==> src/rtl/cordic_shift_sequencer.sv <==
// CORDIC iteration sequencer: shares one external barrel shifter between
// the y and x operands on alternate cycles and walks the atan table.
module cordic_shift_sequencer #(
  parameter int ITERATIONS = 48
) (
  input  logic        clk,
  input  logic        reset,
  input  logic        start,
  input  logic        mode,
  input  logic [63:0] x_in,
  input  logic [63:0] y_in,
  input  logic [63:0] z_in,
  output logic        busy,
  output logic        done,
  output logic [63:0] x_out,
  output logic [63:0] y_out,
  output logic [63:0] z_out,
  output logic [63:0] sh_data,
  output logic [5:0]  sh_amount,
  output logic        sh_dir,
  output logic        sh_arith,
  input  logic [63:0] sh_result,
  output logic [5:0]  atan_addr,
  input  logic [63:0] atan_data
);

  localparam logic [5:0] LAST = 6'(ITERATIONS - 1);

  typedef enum logic [1:0] {
    IDLE,
    SHY,
    SHX,
    FIN
  } state_e;

  state_e      state_q, state_d;
  logic [5:0]  i_q, i_d;
  logic        mode_q, mode_d;
  logic [63:0] x_q, x_d;
  logic [63:0] y_q, y_d;
  logic [63:0] z_q, z_d;
  logic [63:0] ysh_q, ysh_d;
  logic [63:0] xo_q, xo_d;
  logic [63:0] yo_q, yo_d;
  logic [63:0] zo_q, zo_d;
  logic        d_pos;

  // Rotation steers z toward 0, vectoring steers y toward 0.
  assign d_pos = mode_q ? y_q[63] : ~z_q[63];

  always_comb begin
    state_d   = state_q;
    i_d       = i_q;
    mode_d    = mode_q;
    x_d       = x_q;
    y_d       = y_q;
    z_d       = z_q;
    ysh_d     = ysh_q;
    xo_d      = xo_q;
    yo_d      = yo_q;
    zo_d      = zo_q;
    busy      = 1'b0;
    done      = 1'b0;
    sh_data   = '0;
    sh_amount = '0;
    sh_dir    = 1'b0;
    sh_arith  = 1'b0;
    atan_addr = '0;
    unique case (state_q)
      IDLE: begin
        if (start) begin
          x_d     = x_in;
          y_d     = y_in;
          z_d     = z_in;
          mode_d  = mode;
          i_d     = '0;
          state_d = SHY;
        end
      end
      SHY: begin
        busy      = 1'b1;
        sh_dir    = 1'b1;
        sh_arith  = 1'b1;
        sh_data   = y_q;
        sh_amount = i_q;
        ysh_d     = sh_result;
        state_d   = SHX;
      end
      SHX: begin
        busy      = 1'b1;
        sh_dir    = 1'b1;
        sh_arith  = 1'b1;
        sh_data   = x_q;
        sh_amount = i_q;
        atan_addr = i_q;
        if (d_pos) begin
          x_d = x_q - ysh_q;
          y_d = y_q + sh_result;
          z_d = z_q - atan_data;
        end else begin
          x_d = x_q + ysh_q;
          y_d = y_q - sh_result;
          z_d = z_q + atan_data;
        end
        if (i_q == LAST) begin
          state_d = FIN;
        end else begin
          i_d     = i_q + 6'd1;
          state_d = SHY;
        end
      end
      FIN: begin
        busy    = 1'b1;
        done    = 1'b1;
        xo_d    = x_q;
        yo_d    = y_q;
        zo_d    = z_q;
        state_d = IDLE;
      end
    endcase
  end

  always_ff @(posedge clk) begin
    if (reset) begin
      state_q <= IDLE;
      i_q     <= '0;
      mode_q  <= 1'b0;
      x_q     <= '0;
      y_q     <= '0;
      z_q     <= '0;
      ysh_q   <= '0;
      xo_q    <= '0;
      yo_q    <= '0;
      zo_q    <= '0;
    end else begin
      state_q <= state_d;
      i_q     <= i_d;
      mode_q  <= mode_d;
      x_q     <= x_d;
      y_q     <= y_d;
      z_q     <= z_d;
      ysh_q   <= ysh_d;
      xo_q    <= xo_d;
      yo_q    <= yo_d;
      zo_q    <= zo_d;
    end
  end

  assign x_out = xo_q;
  assign y_out = yo_q;
  assign z_out = zo_q;

endmodule

==> config.mk <==
export PLATFORM = sky130hd
export DESIGN_NAME = cordic_shift_sequencer
export DESIGN_NICKNAME = d
export VERILOG_FILES = /design/src/rtl/cordic_shift_sequencer.sv
export SDC_FILE = /design/constraint.sdc
export NUM_CORES = 2
export LEC_CHECK = 0
export CAP_MARGIN = 30
export CELL_PAD_IN_SITES_DETAIL_PLACEMENT = 0
export CELL_PAD_IN_SITES_GLOBAL_PLACEMENT = 1
export CORE_MARGIN = 2
export CORE_UTILIZATION = 40
export CTS_CLUSTER_SIZE = 16
export DETAILED_ROUTE_END_ITERATION = 8
export PLACE_DENSITY_LB_ADDON = 0.1
export RECOVER_POWER = 100
export SLEW_MARGIN = 20
export SYNTH_ARGS = -nofsm -noshare
export SYNTH_HDL_FRONTEND = slang
export SYNTH_SLANG_ARGS = --single-unit
==> constraint.sdc <==
create_clock -name clk -period 8.2 [get_ports clk]
set_input_delay 1.64 -clock clk [delete_from_list [all_inputs] [get_ports clk]]
set_output_delay 1.64 -clock clk [all_outputs]
set_load 0.005 [all_outputs]
# After elaboration in Yosys (flattened, before gate mapping)
# Index checks and enable logic that the tools add are counted.
dict set report word_totals {
  ff_bits 457
}
dict set report op_classes {
  addsub 7
  eq_ne 6
  mux 22
  bitwise 1
  reduce_logical 7
}
# operator n
set op_table {}
lappend op_table {{one-hot mux 64 bit (2 select lines)} 4}
lappend op_table {{two-way mux 64 bit} 6}
lappend op_table {{adder 64 bit} 3}
lappend op_table {{subtractor 64 bit} 3}
lappend op_table {{two-way mux 6 bit} 4}
lappend op_table {{one-hot mux 6 bit (2 select lines)} 1}
lappend op_table {{one-hot mux 2 bit (4 select lines)} 1}
lappend op_table {{adder 6 x 1 -> 6 bit (second input constant)} 1}
lappend op_table {{== test 6 bit (second input constant)} 1}
lappend op_table {{== test 2 bit (second input constant)} 2}
lappend op_table {{two-way mux 1 bit} 4}
lappend op_table {{two-way mux 2 bit} 2}
lappend op_table {{inequality test 2 bit (second input constant)} 2}
lappend op_table {{AND reduction 2 bit} 2}
lappend op_table {{AND reduction 3 bit} 1}
lappend op_table {{OR reduction 3 bit} 1}
lappend op_table {{== test 2 x 1 -> 1 bit (second input constant)} 1}
lappend op_table {{logical NOT 2 bit} 1}
lappend op_table {{nonzero test 2 bit} 1}
lappend op_table {{OR reduction 2 bit} 1}
lappend op_table {{NOT 1 bit} 1}

# Longest topological paths before layout
dict set report depth {
  ltp_word 4
  mapped_depth 24
  ltp_nobuf 23
}

# Least setup slack after synthesis
# OpenSTA, ideal clock, no wires.
dict set report synth_timing {
  path_type {input-to-reg}
  start {in atan_data[14]}
  end {reg z_q[60]}
  setup_ns 0.115
  arrival_time_ns 6.141
  required_ns 8.085
  setup_slack_ns 1.944
  path_stages 21
  path_cell_list {or4_1 -> nor3_1 -> nor3b_2 -> nand2_1 -> nor2_1 -> nand2_1 -> o41ai_1 -> xor2_1 -> ha_1 -> clkbuf_1 -> nand4_1 -> nor3_1 -> nand3_1 -> nor3b_1 -> a311oi_1 -> nand4b_1 -> a311oi_1 -> o21ai_0 -> a21oi_1 -> xor2_1 -> a2111oi_0}
}
dict set report synth_via {
  elab_chain_cells 3
  elab_cells_between_ends 4
  classes_between {2 x add/sub; 2 x mux}
}
# item line_no
set synth_rtl {}
lappend synth_rtl {{start: declaration} 24} ;# input logic [63:0] atan_data
lappend synth_rtl {{adder 64 bit / subtractor 64 bit (equally long branches)} {103, 99}}
lappend synth_rtl {{two-way mux 64 bit *} 96} ;# if (d_pos) begin
lappend synth_rtl {{one-hot mux 64 bit (2 select lines) *} 69} ;# unique case (state_q)
lappend synth_rtl {{end signal: assignment} 141} ;# z_q <= z_d;
lappend synth_rtl {{end: declaration} 41} ;# logic [63:0] z_q, z_d;
# Mark *: on every way between the ends. The rest lies on a longest branch, timed or not.
# A chain may end at the register's enable or synchronous reset.

# Worst setup path in the final report
dict set report layout_timing {
  start {in atan_data[14]}
  end {reg z_q[59]}
}
# Same word-level chain as after synthesis.

==> flow_metrics.tcl <==
set metrics [dict create \
    status "complete, but fails checks" \
    violations "capacitance limit, slew limit" \
    p_leak_nw 16.8 \
    rr_startpoint "state_q[0]" \
    drt_wl_total_um 137000 \
    ys_seq_area_share_pct 27.1 \
    setup_tns_ps 0 \
    fin_skew_ps 18.5 \
    synth_flop_cell "dfxtp_1" \
    relSlewSlack_pct -187 \
    grt_pass1_wl_um 204000 \
    place_ws_ps 831 \
    dpl.hpwl_um 105000 \
    final_cell_mix "596 x nor2_1, 457 x dfxtp_1, 366 x a21oi_1" \
    cp-end-kind "register" \
    slowest_delay_ps 610 \
    postCtsSetupBuffers 0 \
    start_util_pct 40.4 \
    final_antenna_net_count 0 \
    crit_path_start_kind "input port" \
    die_x_um 294 \
    crit_path_top_delay_cell "nor4_1" \
    period_minus_slack_ps 7280 \
    ctsLongestPathBuffers 3 \
    layout_commonest_cell "nor2_1" \
    wl_per_cell_um 23.7 \
    dieHeight_um 294 \
    crit_fanout 6 \
    ir_drop_v 0.000194 \
    syn_area_um2 33800 \
    viasPerCell 5.76 \
    reg2reg_to "x_q[54]" \
    area_delta_synth_final_pct 25.2 \
    fin_util_pct 50.6 \
    clk_latency_ps 640 \
    total_power_mw 14.2 \
    drive_gt1_share_pct 3.38 \
    finish.instance_area_um2 42300 \
    worstHoldStart "z_out[22]" \
    critical_path_class "in -> reg" \
    crit_chain "dlygate4sd3_1 > or4_1 > nor3_1 > nor3b_1 > nand2_1 > o41ai_1 > xor2_1 > ha_1 > nand4_1 > nor4_1 > nand3_1 > a211o_1 > and3_1 > o31a_1 > o21ai_1 > a21oi_1 > o21ai_0 > xnor2_1 > a221oi_1" \
    htreeDepth 2 \
    final_hold_viol_count 0 \
    cellPowerDensity_nw_per_um2 336 \
    synth.area.top_cells "dfxtp_1 27%, mux2i_1 10%, ha_1 7.7%" \
    final-max-slew-violation-count 970 \
    vias 33500 \
    nets 5194 \
    final_cells 5804 \
    core_area_um2 83600 \
    cp.arrival_ps 7570 \
    port_buffers 595 \
    critPathRequiredTime_ps 8490 \
    async_flop_share_pct 0 \
    synth_seq_cells 457 \
    finalWorstSetupSlack_ps 919 \
    whs_ps 484 \
    min_to "z_out[22]" \
    post_dp_cell_area_um2 40400 \
    grt_max_degree 193 \
    synth-edff-count 0 \
    synth_nets 4788 \
    drv_cap 12 \
    reg2reg_depth 8 \
    worst_pin_slew_ps 4300 \
    io-pin-count 596 \
    tritoncts "yes" \
    grt_overflow 0 \
    clk_pin_slew_worst_paths_ps 60 \
    cts_made_buffers 55 \
    gr-usage-all-layers_pct 30.5 \
    drtIter0Drc 2328 \
    cts_hold_buf 0 \
    dpl.cell_count 5680 \
    fill_cells 8353 \
    cts.sinks 457 \
    rrSetupSlack_ps 1280 \
    antenna_found_initial 36 \
    fin_crit_sh_pct 88.8 \
    synth_top_area_share_pct 27.1 \
    critPathLaunch "atan_data[14]" \
    min_path_type "reg -> reg" \
    clock.fmax_mhz 137 \
    finalSetupViolations 0 \
    whs_path_depth 2 \
    rsz0062_at_grt "false" \
    place.gp.congestion 0.943 \
    root_buffer "clkbuf_16" \
    synth_top_area_cell "dfxtp_1" \
    drc 0 \
    cts.repair.resized 0 \
    synthDistinctLibCells 85 \
    dieArea_um2 86700 \
    grt_pass1_vias 31800 \
    syn_area_per_cell_um2 7.94 \
    rows 106 \
    firstDrtPassIters 6 \
    ys_warn_count 0 \
    syn_inst 4252 \
]
-- power by group --
group / switching (mW) / internal (mW)
clock network: 1.10 / 1.56
registers: 0.514 / 2.54
logic: 5.14 / 3.36
total: 6.76 / 7.46
-- worst max-delay path: cells and delay by family --
| family | cells | cell delay [ps] |
|---|---|---|
| xor+xnor | 2 | 320 |
| simple gates | 8 | 2840 |
| compound gates | 7 | 1780 |
| fa+ha+maj | 1 | 410 |
| buf+inv | 1 | 580 |
-- layout make-up --
cell class	instances	area, um2	area share (%)
multi-input combinational	3444	23300	55.2
sequential	457	9150	21.7
timing repair buffer	631	6200	14.7
clock buffer	74	1560	3.69
tap	1080	1350	3.20
clock inverter	27	367	0.868
inverter	69	262	0.619
antenna	22	55.1	0.130
-- how the worst max path moves through the flow --
stage                         end  slack [ps]  cells past startpoint
after floorplan           z_q[60]        1940                     21
after global placement    y_q[60]         900                     19
after detailed placement  z_q[63]         830                     22
after CTS                 z_q[63]        1460                     22
after global routing      z_q[59]         520                     21
final                     z_q[59]         920                     19
-- registers in the layout, summed over array words and instances, names as in the netlist --
register,flops
i_q,6
mode_q,1
state_q,2
x_out,64
x_q,64
y_out,64
y_q,64
ysh_q,64
z_out,64
z_q,64
-- cells in the mapped netlist, types with 6 or more instances --
library cell,n
a2111oi_0,16
a211o_1,12
a211oi_1,163
a21boi_0,11
a21o_1,124
a21oi_1,367
a221oi_1,16
a22oi_1,65
a311oi_1,8
a31oi_1,44
a41oi_1,11
and2_1,32
and3_1,39
and4_1,7
buf_1,48
buf_2,6
clkbuf_1,227
dfxtp_1,457
ha_1,209
inv_1,68
mux2i_1,343
nand2_1,242
nand2b_1,28
nand3_1,65
nand4_1,52
nor2_1,597
nor2b_1,89
nor3_1,84
nor4_1,30
o211ai_1,16
o21a_1,27
o21ai_0,149
o21ai_1,7
o21bai_1,36
o22ai_1,8
o31a_1,10
o31ai_1,40
o41ai_1,12
or2_2,7
or3_1,28
or4_1,8
xnor2_1,211
xor2_1,142
-- per-layer routing --
metal | part of all wire [%] | track usage, % | up-vias
met1 | 46 | 41.9 | 16000
li1 | - | - | 16300
met2 | 45 | 49.1 | 1010
met3 | 5.9 | 4.33 | 193
met5 | 0.076 | 0 | -
met4 | 3.0 | 9.76 | 16
-- cell families (layout without fill, tap and decap cells) --
kind of cell | count (synthesis) | after routing | share of synthesized area [%]
AO/OA/AOI/OAI | 1186 | 1186 | 22.9
XOR/XNOR | 353 | 353 | 9.16
adder cells (fa/ha/maj) | 212 | 212 | 7.93
buffers and inverters | 351 | 801 | 3.94
flip-flops | 457 | 457 | 27.1
multiplexers | 344 | 344 | 10.2
other | 0 | 22 | 0
AND/OR/NAND/NOR | 1349 | 1349 | 18.7
Note: power is estimated with default switching activity, not from simulation.
